File: config.mk
export PLATFORM = sky130hd
export DESIGN_NAME = elm_output_layer_ctrl_flat
export DESIGN_NICKNAME = d
export VERILOG_FILES = /design/src/rtl/elm_output_layer_ctrl_if.sv /design/src/rtl/elm_output_layer_ctrl.sv /design/src/flat_wrapper.sv
export SDC_FILE = /design/constraint.sdc
export NUM_CORES = 1
export LEC_CHECK = 0
export CORE_ASPECT_RATIO = 1.4
export CORE_UTILIZATION = 65
export CTS_BUF_LIST = sky130_fd_sc_hd__clkbuf_2
export CTS_CLUSTER_SIZE = 20
export DETAILED_ROUTE_END_ITERATION = 6
export HOLD_SLACK_MARGIN = 0.06
export PLACE_DENSITY = 0.85
export SLEW_MARGIN = 20
export SYNTH_ARGS = -nofsm -noshare
export SYNTH_HDL_FRONTEND = slang
export SYNTH_SLANG_ARGS = --single-unit
File: constraint.sdc
create_clock -name clk -period 22.1 [get_ports clk]
set_input_delay 2.21 -clock clk [delete_from_list [all_inputs] [get_ports clk]]
set_output_delay 2.21 -clock clk [all_outputs]
set_load 0.05 [all_outputs]
File: src/rtl/elm_output_layer_ctrl_if.sv
// Port bundle between the ELM output-layer sequencer, its activation/weight
// memories and the score/digit readout. master = sequencer side.
interface elm_output_layer_ctrl_if #(
  parameter int N_HIDDEN = 64,
  parameter int N_OUT    = 10,
  parameter int DW       = 16,
  parameter int AW       = 10
);
  localparam int HW = $clog2(N_HIDDEN);

  logic                 start;
  logic [HW-1:0]        h_addr;
  logic [AW-1:0]        w_addr;
  logic signed [DW-1:0] h_data;
  logic signed [DW-1:0] w_data;
  logic signed [DW-1:0] score;
  logic                 score_valid;
  logic [3:0]           score_idx;
  logic [3:0]           digit;
  logic                 digit_valid;
  logic                 busy;
  logic                 done;

  modport master (
    input  start, h_data, w_data,
    output h_addr, w_addr, score, score_valid, score_idx,
           digit, digit_valid, busy, done
  );

  modport slave (
    output start, h_data, w_data,
    input  h_addr, w_addr, score, score_valid, score_idx,
           digit, digit_valid, busy, done
  );
endinterface

File: src/rtl/elm_output_layer_ctrl.sv
// ELM output-layer sequencer: one shared MAC time-multiplexed over N_OUT
// neurons, streams saturated scores and reports the running argmax digit.
module elm_output_layer_ctrl #(
  parameter int N_HIDDEN = 64,
  parameter int N_OUT    = 10,
  parameter int DW       = 16,
  parameter int FRAC     = 8,
  parameter int AW       = 10
) (
  input  logic                   clk,
  input  logic                   rst,
  elm_output_layer_ctrl_if.master bus
);
  localparam int HW    = $clog2(N_HIDDEN);
  localparam int ACC_W = 2*DW + HW;

  typedef enum logic [2:0] {IDLE, MAC, DRAIN, EMIT, FINAL} state_t;

  state_t                  state;
  logic [HW-1:0]           k;
  logic [3:0]              j;
  logic signed [ACC_W-1:0] acc;
  logic                    vld_p1;
  logic signed [DW-1:0]    max_score;
  logic [3:0]              best;

  logic signed [2*DW-1:0]  prod_p1;
  logic signed [ACC_W-1:0] acc_sum;
  logic signed [ACC_W-1:0] acc_in;
  logic signed [ACC_W-1:0] acc_shr;
  logic                    upd;
  logic [3:0]              new_best;

  function automatic logic signed [DW-1:0] sat(input logic signed [ACC_W-1:0] v);
    logic signed [ACC_W-1:0] hi;
    logic signed [ACC_W-1:0] lo;
    hi = {{(ACC_W-DW+1){1'b0}}, {(DW-1){1'b1}}};
    lo = {{(ACC_W-DW+1){1'b1}}, {(DW-1){1'b0}}};
    if (v > hi)      return {1'b0, {(DW-1){1'b1}}};
    else if (v < lo) return {1'b1, {(DW-1){1'b0}}};
    else             return v[DW-1:0];
  endfunction

  // Stage p1: memory data arrives one cycle after the address, tagged by vld_p1
  assign prod_p1  = bus.h_data * bus.w_data;
  assign acc_sum  = acc + {{HW{prod_p1[2*DW-1]}}, prod_p1};
  assign acc_in   = vld_p1 ? acc_sum : acc;
  assign acc_shr  = acc_in >>> FRAC;

  // First neuron seeds the max so all-negative score sets are handled
  assign upd      = (j == 4'd0) || (bus.score > max_score);
  assign new_best = upd ? j : best;

  always_ff @(posedge clk) begin
    if (rst) begin
      state           <= IDLE;
      k               <= '0;
      j               <= '0;
      acc             <= '0;
      vld_p1          <= 1'b0;
      max_score       <= '0;
      best            <= '0;
      bus.h_addr      <= '0;
      bus.w_addr      <= '0;
      bus.score       <= '0;
      bus.score_valid <= 1'b0;
      bus.score_idx   <= '0;
      bus.digit       <= '0;
      bus.digit_valid <= 1'b0;
      bus.busy        <= 1'b0;
      bus.done        <= 1'b0;
    end else begin
      vld_p1          <= (state == MAC);
      bus.score_valid <= 1'b0;
      bus.digit_valid <= 1'b0;
      bus.done        <= 1'b0;
      case (state)
        IDLE: begin
          if (bus.start) begin
            acc        <= '0;
            j          <= '0;
            k          <= '0;
            bus.h_addr <= '0;
            bus.w_addr <= '0;
            bus.busy   <= 1'b1;
            state      <= MAC;
          end
        end
        MAC: begin
          acc <= acc_in;
          if (k == HW'(N_HIDDEN-1)) begin
            state <= DRAIN;
          end else begin
            k          <= k + 1'b1;
            bus.h_addr <= k + 1'b1;
            bus.w_addr <= bus.w_addr + 1'b1;
          end
        end
        // Stage p2: last product absorbed, score scaled and clamped
        DRAIN: begin
          acc             <= acc_in;
          bus.score       <= sat(acc_shr);
          bus.score_valid <= 1'b1;
          bus.score_idx   <= j + 4'd1;
          state           <= EMIT;
        end
        EMIT: begin
          if (upd) begin
            max_score <= bus.score;
            best      <= j;
          end
          acc <= '0;
          k   <= '0;
          j   <= j + 4'd1;
          if (j == 4'(N_OUT-1)) begin
            bus.digit       <= new_best;
            bus.digit_valid <= 1'b1;
            bus.done        <= 1'b1;
            state           <= FINAL;
          end else begin
            bus.h_addr <= '0;
            bus.w_addr <= bus.w_addr + 1'b1;
            state      <= MAC;
          end
        end
        FINAL: begin
          bus.busy <= 1'b0;
          state    <= IDLE;
        end
        default: state <= IDLE;
      endcase
    end
  end
endmodule
File: src/flat_wrapper.sv
// flat-port wrapper written by rule: the top's interface ports become plain ports
module elm_output_layer_ctrl_flat 
#(
  parameter int N_HIDDEN = 64,
  parameter int N_OUT    = 10,
  parameter int DW       = 16,
  parameter int FRAC     = 8,
  parameter int AW       = 10
)
  (clk, rst, bus_start, bus_h_data, bus_w_data, bus_h_addr, bus_w_addr, bus_score, bus_score_valid, bus_score_idx, bus_digit, bus_digit_valid, bus_busy, bus_done);
  elm_output_layer_ctrl_if #(.N_HIDDEN(N_HIDDEN), .N_OUT(N_OUT), .DW(DW), .AW(AW)) bus_i ();
  input  logic clk;
  input  logic rst;
  input wire logic [$bits(bus_i.start)-1:0] bus_start;
  input wire logic [$bits(bus_i.h_data)-1:0] bus_h_data;
  input wire logic [$bits(bus_i.w_data)-1:0] bus_w_data;
  output wire logic [$bits(bus_i.h_addr)-1:0] bus_h_addr;
  output wire logic [$bits(bus_i.w_addr)-1:0] bus_w_addr;
  output wire logic [$bits(bus_i.score)-1:0] bus_score;
  output wire logic [$bits(bus_i.score_valid)-1:0] bus_score_valid;
  output wire logic [$bits(bus_i.score_idx)-1:0] bus_score_idx;
  output wire logic [$bits(bus_i.digit)-1:0] bus_digit;
  output wire logic [$bits(bus_i.digit_valid)-1:0] bus_digit_valid;
  output wire logic [$bits(bus_i.busy)-1:0] bus_busy;
  output wire logic [$bits(bus_i.done)-1:0] bus_done;
  assign bus_i.start = bus_start;
  assign bus_i.h_data = bus_h_data;
  assign bus_i.w_data = bus_w_data;
  assign bus_h_addr = bus_i.h_addr;
  assign bus_w_addr = bus_i.w_addr;
  assign bus_score = bus_i.score;
  assign bus_score_valid = bus_i.score_valid;
  assign bus_score_idx = bus_i.score_idx;
  assign bus_digit = bus_i.digit;
  assign bus_digit_valid = bus_i.digit_valid;
  assign bus_busy = bus_i.busy;
  assign bus_done = bus_i.done;
  elm_output_layer_ctrl #(.N_HIDDEN(N_HIDDEN), .N_OUT(N_OUT), .DW(DW), .FRAC(FRAC), .AW(AW)) u_core (.clk(clk), .rst(rst), .bus(bus_i));
endmodule
After elaboration in Yosys (flattened, before gate mapping) --
Index checks and enable logic that the tools add are counted.
Word-level totals: register bits 115, input bits 35, output and inout port bits 44, logic and storage cells 79
Operators by class: add/subtract/negate cells 4, multipliers 1, $lt $le $gt $ge 3, eq/ne operators 11, mux-type cells 25, bitwise operators 1, reductions and logical operators 18
Operators with widths (number):
- $pmux W38 S3 | 1
- $mux W38 | 2
- $add A38 B38 Y38 | 1
- $pmux W6 S3 | 2
- $mul A16 B16 Y32 | 1
- $mux W16 | 2
- $gt A30 B16 Y1 const B | 1
- $lt A30 B16 Y1 const B | 1
- $mux W10 | 3
- $pmux W10 S3 | 1
- $mux W6 | 3
- $gt A16 B16 Y1 | 1
- $pmux W3 S4 | 1
- $reduce_and A2 Y1 | 6
- $add A10 B1 Y10 const B | 1
- $mux W3 | 3
- $mux W4 | 2
- $ne A2 B2 Y1 const B | 4
- $pmux W4 S2 | 1
- $add A6 B1 Y6 const B | 1
- $eq A3 B2 Y1 const B | 2
- $eq A6 B6 Y1 const B | 1
- $reduce_and A3 Y1 | 2
- $reduce_bool A3 Y1 | 2
- other kinds (14) | 18

Depth between registers and ports, before layout --
depth in word-level cells 6, gate-level depth with buffers 40

Least setup slack after synthesis --
Ideal clock, no wire load.
path kind input -> register, from in bus_h_data[15], to reg u_core.bus.score[10], setup time 0.142 ns, arrival time 10.290 ns, required time 21.958 ns, path slack 11.668 ns, cell stages on the path 32, buffers on the path 3, cell sequence clkbuf_1 > nand2_1 > inv_1 > fa_1 > inv_1 > fa_1 > inv_1 > fa_1 > fa_1 > fa_1 > inv_1 > fa_1 > inv_1 > ha_1 > o21ai_0 > nor2_1 > nor4_1 > o41ai_1 > nor3_1 > or2_2 > ha_1 > clkbuf_1 > nand4_1 > o41ai_1 > o41ai_2 > xnor2_1 > mux2_2 > nor4_1 > nand4_1 > o21ai_2 > buf_6 > o32ai_2
On the way: longest elaborated chain between the ends 6, elaborated cells between the ends (all ways) 7, classes of those cells add/sub (1); mul (1); order compare (2); mux (3)
RTL lines:
- start, declared | RTL line flat_wrapper.sv:15 | input wire logic [$bits(bus_i.h_data)-1:0] bus_h_data;
- $mul A16 B16 Y32 (*) | RTL line elm_output_layer_ctrl.sv:45 | assign prod_p1 = bus.h_data * bus.w_data;
- $add A38 B38 Y38 (*) | RTL line elm_output_layer_ctrl.sv:46 | assign acc_sum = acc + {{HW{prod_p1[2*DW-1]}}, prod_p1};
- $mux W38 (*) | RTL line elm_output_layer_ctrl.sv:47 | assign acc_in = vld_p1 ? acc_sum : acc;
- $lt A30 B16 Y1 | RTL line elm_output_layer_ctrl.sv:40 | else if (v < lo) return {1'b1, {(DW-1){1'b0}}};
- $mux W16 | RTL line elm_output_layer_ctrl.sv:40
- $mux W16 (*) | RTL line elm_output_layer_ctrl.sv:39 | if (v > hi) return {1'b0, {(DW-1){1'b1}}};
- end signal, assigned | RTL line elm_output_layer_ctrl.sv:102 | bus.score <= sat(acc_shr);
- end, declared | RTL line elm_output_layer_ctrl_if.sv:26 | output h_addr, w_addr, score, score_valid, score_idx,
Mark *: on every way between the ends. The rest lies on a longest branch, timed or not. The select of a mux whose other input is x is not followed. A chain may end at the register's enable or synchronous reset.

Final worst setup path --
from in bus_w_data[7], to reg u_core.bus.score[3]
On the way: longest elaborated chain between the ends 6, elaborated cells between the ends (all ways) 7, classes of those cells add/sub (1); mul (1); order compare (2); mux (3)
RTL lines:
- start, declared | RTL line flat_wrapper.sv:16 | input wire logic [$bits(bus_i.w_data)-1:0] bus_w_data;
- $mul A16 B16 Y32 (*) | RTL line elm_output_layer_ctrl.sv:45
- $add A38 B38 Y38 (*) | RTL line elm_output_layer_ctrl.sv:46
- $mux W38 (*) | RTL line elm_output_layer_ctrl.sv:47
- $lt A30 B16 Y1 | RTL line elm_output_layer_ctrl.sv:40
- $mux W16 | RTL line elm_output_layer_ctrl.sv:40
- $mux W16 (*) | RTL line elm_output_layer_ctrl.sv:39
Marks and branches as above.

==> impl_summary.log <==
[metrics] outcome: finished, final reports clean
[metrics] sinks on the clock net: 115
[metrics] vias in the first global route: 15570
[metrics] CTS buffer count: 17
[metrics] die area: 0.02795 mm2
[metrics] area delta synth->final: 6.444%
[metrics] ratio of cells with drive above 1 in the final layout: 4.708%
[metrics] number of maximum-capacitance violations: 0
[metrics] Hold-fix buffers, CTS: 0
[metrics] setup violators final: 0
[metrics] DRC marker count from the first detailed-route iteration: 800
[metrics] worst hold start: u_core.acc[4]$_SDFFE_PP0P_
[metrics] Worst Max-Slew Pin Slew: 1.147 ns
[metrics] share of the cycle needed by the critical path after routing: 52.78%
[metrics] maximum number of pins on one net before global-route repair: 77
[metrics] maximum level of the CTS H-tree: 4
[metrics] Yosys reg bits: 115
[metrics] most used flip-flop cell after synthesis: sky130_fd_sc_hd__dfxtp_1
[metrics] met1 track utilization from global routing: 37.87%
[metrics] clock tree skew after final layout: 0.05093 ns
[metrics] dominant cell type by count on the critical path: sky130_fd_sc_hd__fa_1
[metrics] clock tree from TritonCTS: yes
[metrics] Worst setup SP type: input pin
[metrics] worst reg2reg startpoint: u_core.acc[0]$_SDFFE_PP0P_
[metrics] total number of yosys warnings: 0
[metrics] final-report max-slew violation count: 0
[metrics] NumNets Final: 2530
[metrics] post-layout util: 70.34%
[metrics] number of ports placed on the die boundary: 79
[metrics] post-synthesis sequential area ratio: 12.99%
[metrics] Final min period: 11.66 ns
[metrics] count of buffers from port buffering: 78
[metrics] Unique masters post-synth: 87
[metrics] Critical Setup Path Class: input pin to flop
[metrics] post-CTS repair timing setup buffer count: 0
[metrics] CP max stage cell: sky130_fd_sc_hd__clkdlybuf4s50_1
[metrics] Syn Nets: 2515
[metrics] starting density of the core: 66.08%
[metrics] number of vias per cell after detailed routing: 5.887
[metrics] proportion of synthesized flip-flops having asynchronous set or reset: 0%
[metrics] root buffer selected by CTS: sky130_fd_sc_hd__clkbuf_2
[metrics] data arrival time of the worst path: 12.23 ns
[metrics] setup TNS: 0 ns
[metrics] Syn Std Cell Area: 0.01773 mm2
[metrics] Worst-path clk slew: 0.21 ns
[metrics] maximum cell stage delay along the critical path: 1.01 ns
[metrics] max_slew headroom: 22.42%
[metrics] remaining global-route overflow: 0
[metrics] vias post-DR: 14540
[metrics] Top Usage Layer GRT: met2
[metrics] path type of the worst min-delay path: flop to flop
[metrics] residual antenna-violating net count after detailed routing: 0
[metrics] peak fanout along the critical path: 16
[metrics] antenna violations before repair: 1
[metrics] buffers and inverters on the worst path: 6
[metrics] Final HPWL DP: 34520 um
[metrics] kind of end point of the critical path: flop
[metrics] Detailed Route WL: 43070 um
[metrics] Top Family by Delay on Critical Path: adder cells
[metrics] Max Clk Rate: 85.74 MHz
[metrics] Max Root-Sink Buffers: 2
[metrics] Synth Area per Inst: 8.544 um2
[metrics] overall die width: 141.6 um
[metrics] FP Rows: 71
[metrics] number of gates resized after cts: 0
[metrics] setup repair after global routing missed its margin: no
[metrics] first-pass GRT wire length: 73650 um
[metrics] Synth Instances: 2075
[metrics] drt first pass iters: 6
[metrics] combined global-route utilization of all metal layers: 33.06%
[metrics] required time of the critical path: 22.67 ns
[metrics] Critical path origin: bus_w_data[7]
[metrics] Residual DRC: 0
[metrics] insertion delay to the later sink of the worst-skew pair: 0.72 ns
[metrics] Core Footprint: 0.02683 mm2
[metrics] vertical extent of the die: 197.4 um
[metrics] detailed-route wire length per cell: 17.44 um
[metrics] final estimated routing congestion in global placement: 0.9568
[metrics] GR met3 Demand/Resource: 4.339%
[metrics] hold violation total from the final report: 0
[metrics] met2 track demand over resource: 59.55%
[metrics] Post-synth EDFFs: 0
## worst reg2reg max path, delay by kind of cell, from the launching register on
| family | cells | cell delay (ns) |
|---|---|---|
| AOI/OAI and AO/OA | 7 | 1.85 |
| DFF | 1 | 0.36 |
| xor gates and xnor gates | 1 | 0.21 |
| and+or+nand+nor | 3 | 1.52 |
| buffers and inverters | 1 | 0.08 |
| adders and majority gates | 2 | 0.43 |
## per-layer routing
layer / up-vias / share of wire, %
li1: 6725 / -
met1: 7077 / 38
met2: 577 / 51
met3: 156 / 6.3
met4: 0 / 4.8
met5: - / 0
## path summary, 6_finish.rpt
path,end,slack [ns],cells after the start
worst max-delay path,u_core.bus.score[3]$_SDFFE_PP0P_,10.44,30
worst min-delay path,u_core.acc[4]$_SDFFE_PP0P_,0.47,2
worst max register to register,u_core.bus.score[3]$_SDFFE_PP0P_,17.56,14
worst min register to register,u_core.acc[4]$_SDFFE_PP0P_,0.47,2
## cell usage in the layout (no fill, tap or decap), types with 23 or more instances in the layout
cell	n
sky130_fd_sc_hd__inv_1	357
sky130_fd_sc_hd__fa_1	263
sky130_fd_sc_hd__nand2_1	215
sky130_fd_sc_hd__nor2_1	184
sky130_fd_sc_hd__ha_1	142
sky130_fd_sc_hd__and2_1	118
sky130_fd_sc_hd__dfxtp_1	115
sky130_fd_sc_hd__a21oi_1	85
sky130_fd_sc_hd__clkdlybuf4s50_1	77
sky130_fd_sc_hd__xnor2_1	52
sky130_fd_sc_hd__o21ai_0	41
sky130_fd_sc_hd__a21o_1	37
sky130_fd_sc_hd__a22oi_1	37
sky130_fd_sc_hd__nand3_1	24
sky130_fd_sc_hd__mux2i_1	23
## stage by stage
step	hold slack [ns]	worst slack (ns)	cells	area [um2]
after floorplan	0.4362	11.67	2075	17730
after global placement	0.4442	9.938	2436	18660
after detailed placement	0.4494	9.832	2436	18660
after CTS	0.4743	10.54	2468	18870
after global routing	0.4921	9.949	2469	18870
final	0.4721	10.44	2469	18870
## sequential cells by signal (all words and copies together), names as in the netlist, 3 cells and up
name and cells:
u_core.max_score 16, u_core.best 4, u_core.bus.h_addr 6, u_core.k 6, u_core.bus.w_addr 10, u_core.bus.score_idx 4, u_core.state 3, u_core.bus.score 16
u_core.bus.digit 4, u_core.acc 38, u_core.j 4
## area by class of cell
cell class                 count  area, um2
multi-input combinational   1517      13750
fill                        2186       7958
inverter                     357       1340
antenna                        1      2.502
sequential                   115       2302
clock buffer                  19      95.09
tap                          365      456.7
timing repair buffer          82      808.3
clock inverter                13      112.6
## cell usage after synthesis, drive strengths merged (14+ instances only)
cell	number	area [um2]
a211oi	22	190.2
a21o	38	286.5
a21oi	85	425.4
a22oi	37	277.8
a31oi	15	115.1
and2	118	738.2
clkbuf	76	285.3
dfxtp	115	2302
fa	263	5265
ha	142	1777
inv	357	1340
mux2	14	157.7
mux2i	23	230.2
nand2	215	807.0
nand2b	16	100.1
nand3	25	130.1
nand4	17	112.6
nor2	184	690.7
nor2b	18	112.6
nor3	18	90.09
o21a	20	150.1
o21ai	52	279.0
o32ai	15	214.0
xnor2	52	455.4
xor2	21	202.7
## kinds of logic after synthesis
family,share of synthesized area (%)
buffers and inverters,9.521
AO/OA/AOI/OAI,14.48
XOR/XNOR,3.712
flip-flops,12.99
adder cells (fa/ha/maj),39.72
AND/OR/NAND/NOR,17.40
multiplexers,2.188
Power is left out: the tool's default activity adds up to more than one toggle a clock period on the data nets, which glitch-free logic cannot reach.
